$ cat src/rtl/west_feeder_pkg.sv
// Shared encodings for the west-edge feeder of the systolic array.
// Holds the per-row instruction codes and the sequencer state encoding.
package west_feeder_pkg;

    localparam logic [1:0] INST_IDLE = 2'b00;
    localparam logic [1:0] INST_LOAD = 2'b01;
    localparam logic [1:0] INST_EXEC = 2'b10;

    typedef enum logic [2:0] {
        ST_IDLE  = 3'd0,
        ST_LOAD  = 3'd1,
        ST_EXEC  = 3'd2,
        ST_DRAIN = 3'd3,
        ST_DONE  = 3'd4
    } state_e;

    function automatic logic [15:0] sat_inc16(input logic [15:0] v);
        return (v == 16'hFFFF) ? v : v + 16'd1;
    endfunction

endpackage

$ cat src/rtl/west_feeder_skew_line.sv
// Reset-clearable shift register used as the per-row skew delay.
// Data and instruction bits of a row share one word so they never split.
module skew_line #(
    parameter int DEPTH = 1,
    parameter int WIDTH = 1
) (
    input  logic             clk,
    input  logic             reset,
    input  logic [WIDTH-1:0] d,
    output logic [WIDTH-1:0] q
);

    logic [WIDTH-1:0] stage_q [DEPTH];
    logic [WIDTH-1:0] stage_d [DEPTH];

    always_comb begin
        stage_d[0] = d;
        for (int i = 1; i < DEPTH; i++) begin
            stage_d[i] = stage_q[i-1];
        end
    end

    always_ff @(posedge clk) begin
        if (reset) begin
            for (int i = 0; i < DEPTH; i++) begin
                stage_q[i] <= '0;
            end
        end else begin
            for (int i = 0; i < DEPTH; i++) begin
                stage_q[i] <= stage_d[i];
            end
        end
    end

    assign q = stage_q[DEPTH-1];

endmodule

$ cat src/rtl/west_feeder.sv
// West-edge feeder: load/execute sequencer plus per-row skew lines.
// Optional stall counter output enabled by defining WEST_FEEDER_PERF_EN.
module west_feeder
    import west_feeder_pkg::*;
#(
    parameter int bw  = 4,
    parameter int row = 8,
    parameter int col = 8
) (
    input  logic              clk,
    input  logic              reset,
    input  logic              start,
    input  logic [7:0]        num_vec,
    input  logic [row*bw-1:0] in_data,
    input  logic              in_valid,
    output logic              in_ready,
    output logic [row*bw-1:0] out_w,
    output logic [2*row-1:0]  inst_w,
`ifdef WEST_FEEDER_PERF_EN
    output logic [15:0]       perf_stall,
`endif
    output logic              busy,
    output logic              done
);

    localparam logic [7:0] COL_LAST = 8'(col - 1);
    localparam logic [7:0] ROW_LAST = 8'(row - 1);

    state_e state_q, state_d;
    logic [7:0] cnt_q, cnt_d;
    logic [7:0] nv_q, nv_d;
    logic hs;
    logic [1:0] inj_inst;
    logic [row*bw-1:0] inj_data;

    assign in_ready = (state_q == ST_LOAD) || (state_q == ST_EXEC);
    assign hs       = in_valid & in_ready;
    assign busy     = (state_q != ST_IDLE);
    assign done     = (state_q == ST_DONE);

    // One counter serves load, exec and drain; it restarts at each phase.
    always_comb begin
        state_d  = state_q;
        cnt_d    = cnt_q;
        nv_d     = nv_q;
        inj_inst = INST_IDLE;
        inj_data = '0;
        unique case (state_q)
            ST_IDLE: begin
                if (start) begin
                    state_d = ST_LOAD;
                    nv_d    = num_vec;
                    cnt_d   = 8'd0;
                end
            end
            ST_LOAD: begin
                if (hs) begin
                    inj_inst = INST_LOAD;
                    inj_data = in_data;
                    if (cnt_q == COL_LAST) begin
                        cnt_d   = 8'd0;
                        state_d = (nv_q == 8'd0) ? ST_DRAIN : ST_EXEC;
                    end else begin
                        cnt_d = cnt_q + 8'd1;
                    end
                end
            end
            ST_EXEC: begin
                if (hs) begin
                    inj_inst = INST_EXEC;
                    inj_data = in_data;
                    if (cnt_q == nv_q - 8'd1) begin
                        cnt_d   = 8'd0;
                        state_d = ST_DRAIN;
                    end else begin
                        cnt_d = cnt_q + 8'd1;
                    end
                end
            end
            ST_DRAIN: begin
                if (cnt_q == ROW_LAST) begin
                    cnt_d   = 8'd0;
                    state_d = ST_DONE;
                end else begin
                    cnt_d = cnt_q + 8'd1;
                end
            end
            ST_DONE: begin
                state_d = ST_IDLE;
            end
            default: begin
                state_d = ST_IDLE;
            end
        endcase
    end

    always_ff @(posedge clk) begin
        if (reset) begin
            state_q <= ST_IDLE;
            cnt_q   <= 8'd0;
            nv_q    <= 8'd0;
        end else begin
            state_q <= state_d;
            cnt_q   <= cnt_d;
            nv_q    <= nv_d;
        end
    end

`ifdef WEST_FEEDER_PERF_EN
    logic [15:0] perf_q, perf_d;

    always_comb begin
        perf_d = perf_q;
        if ((state_q == ST_IDLE) && start) begin
            perf_d = 16'd0;
        end else if (in_ready && !hs) begin
            perf_d = sat_inc16(perf_q);
        end
    end

    always_ff @(posedge clk) begin
        if (reset) begin
            perf_q <= 16'd0;
        end else begin
            perf_q <= perf_d;
        end
    end

    assign perf_stall = perf_q;
`endif

    for (genvar r = 0; r < row; r++) begin : g_row
        logic [bw+1:0] q;

        skew_line #(
            .DEPTH(r + 1),
            .WIDTH(bw + 2)
        ) u_skew (
            .clk  (clk),
            .reset(reset),
            .d    ({inj_inst, inj_data[r*bw +: bw]}),
            .q    (q)
        );

        assign out_w[r*bw +: bw] = q[bw-1:0];
        assign inst_w[2*r +: 2]  = q[bw+1:bw];
    end

endmodule

$ cat config.mk
export PLATFORM = sky130hd
export DESIGN_NAME = west_feeder
export DESIGN_NICKNAME = d
export VERILOG_FILES = /design/src/rtl/west_feeder_pkg.sv /design/src/rtl/west_feeder_skew_line.sv /design/src/rtl/west_feeder.sv
export SDC_FILE = /design/constraint.sdc
export NUM_CORES = 1
export LEC_CHECK = 0
export CORE_ASPECT_RATIO = 0.7
export CORE_MARGIN = 1
export CORE_UTILIZATION = 45
export CTS_CLUSTER_SIZE = 14
export DETAILED_ROUTE_END_ITERATION = 7
export GPL_ROUTABILITY_DRIVEN = 0
export GPL_TIMING_DRIVEN = 0
export PLACE_DENSITY_LB_ADDON = 0.25
export SLEW_MARGIN = 5
export SYNTH_ARGS = -nofsm -noshare
export SYNTH_HDL_FRONTEND = slang
export SYNTH_SLANG_ARGS = --single-unit
$ cat constraint.sdc
create_clock -name clk -period 2.86 [get_ports clk]
set_clock_uncertainty 0.1 [all_clocks]
set_input_delay 0.715 -clock clk [delete_from_list [all_inputs] [get_ports clk]]
set_output_delay 0.715 -clock clk [all_outputs]
set_load 0.05 [all_outputs]
==> results.md, run 1 <==
* Ys async rst share at 0%
* Final HPWL DP at ~7 mm
* Total wire length at around 9.8 mm
* Routed wire length per instance at about 12 um
* Num CTS Buffers at 17
* Wire length on met1 at approximately 4.6 mm
* Antenna violations before repair at 0
* GRT Util Overall at about 16%
* Io pins at 95
* Hold WC Path Type: register to register
* Top layer in use: met4
* Min cycle time layout at 2760 ps
* Syn_nets at 559
* EDFF count, synth at 0
* Final Util at between 60% and 70%
* P per Cell Area at about 800 nW/um2
* TritonCTS Sinks at about 180
* Slew headroom at 57.4%
* Setup violators final at 0
* Met2 WL at around 4.4 mm
* Die span in y at approximately 95 um
* CP endpoint kind: output port
* Max VDD drop at between 0.0005 and 0.0006 V
* Leak at 2.86 nW
* P&R area growth vs syn at 30.7%
* Vias/cell at between 4 and 5
* Place WS at -151 ps
* Die area at between 10000 and 15000 um2
* CP Data Required Time at 2050 ps
* Overall power at 0.00588 W
* Hold Vio Cnt, Final at 0
* Yosys synthesis warning count at 0
* Largest net degree at the start of global routing at 18
* Status: finished clean
* # rows at 33
* H-tree depth at 4
* Max-cap violation count at 0
* Layout net count at 673
* Avg Inst Size Synth at between 10 and 15 um2
* Residual DRC at 0
* Setup TNS at 0 ps
* Top cells by area, synth: dfxtp_1 (64%), nor2b_1 (14%), and2_1 (3.7%)
* Syn Std Cell Area at ~5600 um2
* Reg clk slew, reported paths at approximately 70 ps
* DR pass1 iterations at 4
* Vias in the first global route at about 3500
* 1st-iter DRT viols at roughly 110
* CP arrival at roughly 1900 ps
* First-pass GRT wire length at roughly 16 mm
* Critical path peak fanout at 10
* Yosys cell types at between 40 and 50
* Initial core utilization at a little under half
* Clock buffer depth at 2
* Vias at about 3600
* Crit start category: register
* RSZ-0062 raised after global routing: no
* WHS at between 300 and 400 ps
* Port bufs at 94
* Max Slew Vio Count at 0
* Worst-skew pair later-pin latency at 410 ps
* Max Clock Freq at roughly 360 MHz
* CTS tree: done
* DR WL met3 at ~700 um
* Core footprint at roughly 12000 um2
* #FFs+latches synth at between 150 and 200
* PnR worst setup slack at approximately 100 ps
* Period utilization at a little over nine tenths
* Worst Max-Slew Pin Slew at ~640 ps
* Sequential share of the synthesized area at between 60% and 70%
* Yosys top cell by area: dfxtp_1
* WS Path Type: register to output port
* Grt total ovfl at 0
* Post-synth top flop: dfxtp_1
* Post-Synthesis Cells at 513
* Die width at between 100 and 150 um
* Root buf cell: clkbuf_16
* Top cell type's share of synthesized area at between 60% and 70%
* Share of layout cells above drive strength 1 at about a tenth
* Post-route ant nets at 0
* N_diodes at 0
where the power goes:
part	total (W)	internal [W]	switching, W
clock network	0.00223	0.00123	0.00101
registers	0.00269	0.00262	0.0000668
logic	0.000958	0.000390	0.000568
layout make-up:
| type | count | area (um2) |
|---|---|---|
| clock inverter | 14 | 150 |
| tap | 157 | 196 |
| clock buffer | 18 | 429 |
| multi-input combinational | 288 | 1800 |
| timing repair buffer | 95 | 947 |
| sequential | 179 | 3580 |
| fill | 989 | 4590 |
| buffer | 42 | 220 |
| inverter | 4 | 15.0 |
synthesized netlist by cell type (2+ instances only):
master / instances
a21oi_1: 13
a31o_2: 2
a31oi_1: 4
a32oi_1: 2
and2_1: 33
and3_1: 4
buf_2: 2
buf_4: 15
clkbuf_1: 22
clkbuf_2: 2
dfxtp_1: 179
ha_1: 2
inv_1: 4
mux2i_1: 2
nand2_1: 20
nand2b_1: 4
nand3_1: 4
nor2_1: 17
nor2b_1: 126
nor3_1: 12
nor3b_1: 4
o21ai_0: 6
xnor2_1: 9
xor2_1: 3
routing by layer:
layer / up-vias / GRT usage (%)
met5: - / 0
met4: 0 / 6.84
met3: 13 / 6.80
met2: 112 / 25.7
met1: 1656 / 20.0
li1: 1854 / -
placed cells by master, fill, tap and decap left out, drive strengths merged, types with 2 or more instances in the layout:
cell type        n
xor2             3
nand3            4
ha               2
a21oi           13
clkbuf          42
nor3b            4
clkinv           5
nand2           20
a31oi            4
nor2            17
o21ai            6
nor2b          126
o41a             2
nor3            12
nand2b           4
mux2i            2
and2            33
xnor2            9
a2111oi          2
inv              9
a31o             2
clkdlybuf4s50   91
buf             19
and3             4
clkinvlp         3
dlygate4sd2      2
a32oi            2
dfxtp          179
flip-flops by register name (all words and copies together), names as in the netlist:
| register | cells |
|---|---|
| nv_q | 8 |
| g_row.u_skew.stage_q | 160 |
| state_q | 3 |
| cnt_q | 8 |
worst max-delay path: stages (launching register included):
cell and delay (ps):
dfxtp_1 310, clkbuf_1 220, nand2b_1 250, a21oi_1 210, dlygate4sd2_1 550
cell families after synthesis:
| family | synth area share (%) |
|---|---|
| flip-flops | 63.8 |
| AND/OR/NAND/NOR | 23.8 |
| XOR/XNOR | 1.87 |
| multiplexers | 0.557 |
| AO/OA/AOI/OAI | 5.37 |
| adder cells (fa/ha/maj) | 0.445 |
| buffers and inverters | 4.16 |
stage by stage:
| stage | area (um2) | instances |
|---|---|---|
| finish | 7340 | 797 |
| global route | 7340 | 797 |
| CTS | 7330 | 796 |
| detailed placement | 6760 | 764 |
| global placement | 6760 | 764 |
| floorplan | 5620 | 513 |
final timing paths:
kind / start / end / slack [ps] / depth (start not counted)
worst max-delay path: state_q[1] / in_ready / 100 / 4
worst max register to register: nv_q[0] / cnt_q[7] / 160 / 12
worst min-delay path: g_row[7].u_skew.stage_q[1][6] / g_row[7].u_skew.stage_q[1][12] / 330 / 1
worst min register to register: g_row[7].u_skew.stage_q[1][6] / g_row[7].u_skew.stage_q[1][12] / 330 / 1
repair_timing:
action                                  CTS  global route
hold buffers                              0             0
endpoints found under the setup margin    3             8
setup buffers                             0             1
pin swaps                                 0             1
resized for setup                         6             2
Note: power is estimated with default switching activity, not from simulation.
==> inputs of run 2 (changes only) <==
Settings changed: CORE_MARGIN 1 to 2.
==> run 2 against run 1 <==
  * Critical path type unchanged
  * Flip-flop and latch count is the same
  * Register-to-register slack lost 30 ps
  * Wire length is essentially flat
  * Critical endpoint unchanged
  * Global-route usage shrank 0.33 points
  * Combinational power grew 0.8%
  * Core utilization shrank 1.4 points
  * Clock-buffer cell count grew 2
  * Sequential share of layout area shrank 0.36 points
  * Sequential power is essentially flat
  * Maximum frequency grew 0.66%
  * Hold slack lost 7.5 ps
==> results.md, run 2 (synthesis gave the netlist of run 1 again) <==
* Worst Max-Slew Pin Slew at 675 ps (was 635 ps)
* Placed inst area at 6760 um2 (about the same)
* Status: finished clean (unchanged)
* GRT Util Overall at 16.1% (was 16.4%)
* Die area at 13400 um2 (was 12900 um2)
* Worst r2r src: nv_q[0] (unchanged)
* Setup slack, reg-to-reg at 130 ps (was 160 ps)
* Layout net count at 672 (was 673)
* # rows at 34 (was 33)
* WHS at 326 ps (was 334 ps)
* Hold Crit Start: g_row[7].u_skew.stage_q[0][9] (was g_row[7].u_skew.stage_q[1][6])
* Slew headroom at 54.7% (was 57.4%)
* CP Data Required Time at 2050 ps (about the same)
* Final HPWL DP at 6.91 mm (was 6.94 mm)
* Worst setup path startpoint: state_q[1] (unchanged)
* Initial core utilization at 45.7% (was 47.1%)
* CTS tree: done (unchanged)
* Die width at 138 um (was 136 um)
* Root buf cell: clkbuf_16 (unchanged)
* Vias/cell at 4.49 (was 4.56)
* Leak at 2.88 nW (was 2.86 nW)
* Hold Vio Cnt, Final at 0 (unchanged)
* Filler instances at 986 (was 989)
* Total wire length at 9.82 mm (was 9.81 mm)
* Cell Count, Final, Fillers Out at 801 (was 797)
* P&R area growth vs syn at 31.7% (was 30.7%)
* Port bufs at 94 (unchanged)
* 1st-iter DRT viols at 98 (was 105)
* RSZ-0062 raised after global routing: no (unchanged)
* Buf+Inv Stages, Crit Path at 2 (unchanged)
* Largest net degree at the start of global routing at 17 (was 18)
* Worst-skew pair later-pin latency at 410 ps (about the same)
* Reg clk slew, reported paths at 60 ps (was 70 ps)
* Setup TNS at 0 ps (unchanged)
* Hold WC Path Type: register to register (unchanged)
* Critical path peak fanout at 10 (unchanged)
* Max VDD drop at 0.000518 V (was 0.000557 V)
* Top Registers: g_row.u_skew.stage_q: 160 flops, cnt_q: 8 flops, nv_q: 8 flops (unchanged)
* CP arrival at 1920 ps (was 1940 ps)
* WS Path Type: register to output port (unchanged)
* Most common cell after layout, fill and taps aside: dfxtp_1 (unchanged)
* DR pass1 iterations at 4 (unchanged)
* Most frequent cells in the layout: dfxtp_1 (179), nor2b_1 (126), clkdlybuf4s50_1 (91) (unchanged)
* Die span in y at 97.5 um (was 95.5 um)
* Residual DRC at 0 (unchanged)
* Setup violators final at 0 (unchanged)
* Post-route cell area at 7400 um2 (was 7340 um2)
* P per Cell Area at 824 nW/um2 (was 801 nW/um2)
* Critical Path, Cell by Cell: clkbuf_1, nand2b_1, a21oi_1, dlygate4sd2_1 (unchanged)
* Share of layout cells above drive strength 1 at 9.08% (was 9.38%)
* Core footprint at 12300 um2 (was 11900 um2)
* Inst Count DP at 769 (was 764)
* Antenna violations before repair at 0 (unchanged)
* Max reg flops at 160 (unchanged)
* First-pass GRT wire length at 16.5 mm (was 15.9 mm)
* Delay-heaviest family, CP: buffers and inverters (unchanged)
* CP max stage delay at 550 ps (about the same)
* Num CTS Buffers at 17 (unchanged)
* Max Clock Freq at 365 MHz (was 363 MHz)
* Max-cap violation count at 0 (unchanged)
* Vias in the first global route at 3503 (was 3473)
* Critical path's slowest cell: dlygate4sd2_1 (unchanged)
* Max Slew Vio Count at 0 (unchanged)
* Routed wire length per instance at 12.3 um (about the same)
* Min cycle time layout at 2740 ps (was 2760 ps)
* Grt total ovfl at 0 (unchanged)
* PnR worst setup slack at 122 ps (was 104 ps)
* Hold-fix buffers, CTS at 0 (unchanged)
* Period utilization at 95.7% (was 96.4%)
* N_diodes at 0 (unchanged)
* Post-route ant nets at 0 (unchanged)
* Place WS at -237 ps (was -151 ps)
* Vias at 3599 (was 3635)
* H-tree depth at 4 (unchanged)
* Io pins at 95 (unchanged)
* CP endpoint kind: output port (unchanged)
* Crit start category: register (unchanged)
* Biggest register: g_row.u_skew.stage_q (unchanged)
* Setup bufs post-CTS at 0 (unchanged)
* Clock buffer depth at 2 (unchanged)
* TritonCTS Sinks at 179 (unchanged)
-- run 2: cell count changes in the layout (fill, tap and decap cells not counted), sizes merged --
| cell | before | now |
|---|---|---|
| clkinv | 5 | 0 |
| buf | 19 | 18 |
| inv | 9 | 10 |
| bufinv | 1 | 4 |
| clkbuf | 42 | 44 |
| clkinvlp | 3 | 2 |
-- run 2: what timing repair did --
action | CTS | global route
pin swaps | 0 | 1
cloned | 0 | 0
resized for setup | 6 | 3
endpoints found under the setup margin | 3 | 8
-- run 2: where the power goes --
part	leakage, nW	internal (W)	switching [W]	total, W
logic	1.14	0.000391	0.000575	0.000966
clock network	0.300	0.00149	0.000956	0.00244
registers	1.45	0.00262	0.0000664	0.00269
total	2.88	0.00450	0.00160	0.00610
-- run 2: metal layers --
layer | GRT usage (%) | wire [um] | share of wire (%) | vias to the layer above
li1 | - | - | - | 1854
met1 | 20.5 | 4610 | 47 | 1606
met2 | 23.9 | 4220 | 43 | 123
met3 | 6.47 | 823 | 8.4 | 16
met4 | 7.30 | 162 | 1.7 | 0
met5 | 0 | 0 | 0 | -
-- run 2: final timing paths --
kind | end | cells past startpoint
setup / recovery | in_ready | 4
hold reg to reg | g_row[7].u_skew.stage_q[0][15] | 1
setup reg to reg | state_q[0] | 11
hold / removal | g_row[7].u_skew.stage_q[0][15] | 1
-- run 2: layout make-up --
class	count	area (um2)	area share, %
Buffer	42	220	2.98
Clock buffer	20	437	5.90
Clock inverter	12	193	2.60
Inverter	4	15.0	0.203
Multi-Input combinational cell	288	1810	24.4
Sequential cell	179	3580	48.4
Tap cell	162	203	2.74
Timing Repair Buffer	94	940	12.7
-- run 2: through the flow --
stage | utilization (%) | power (W)
3_5_place_dp | 55.0 | 0.00372
4_1_cts | 60.1 | 0.00615
3_3_place_gp | 55.0 | 0.00369
6_report | 60.2 | 0.00610
2_1_floorplan | - | 0.00343
5_1_grt | 60.2 | 0.00637
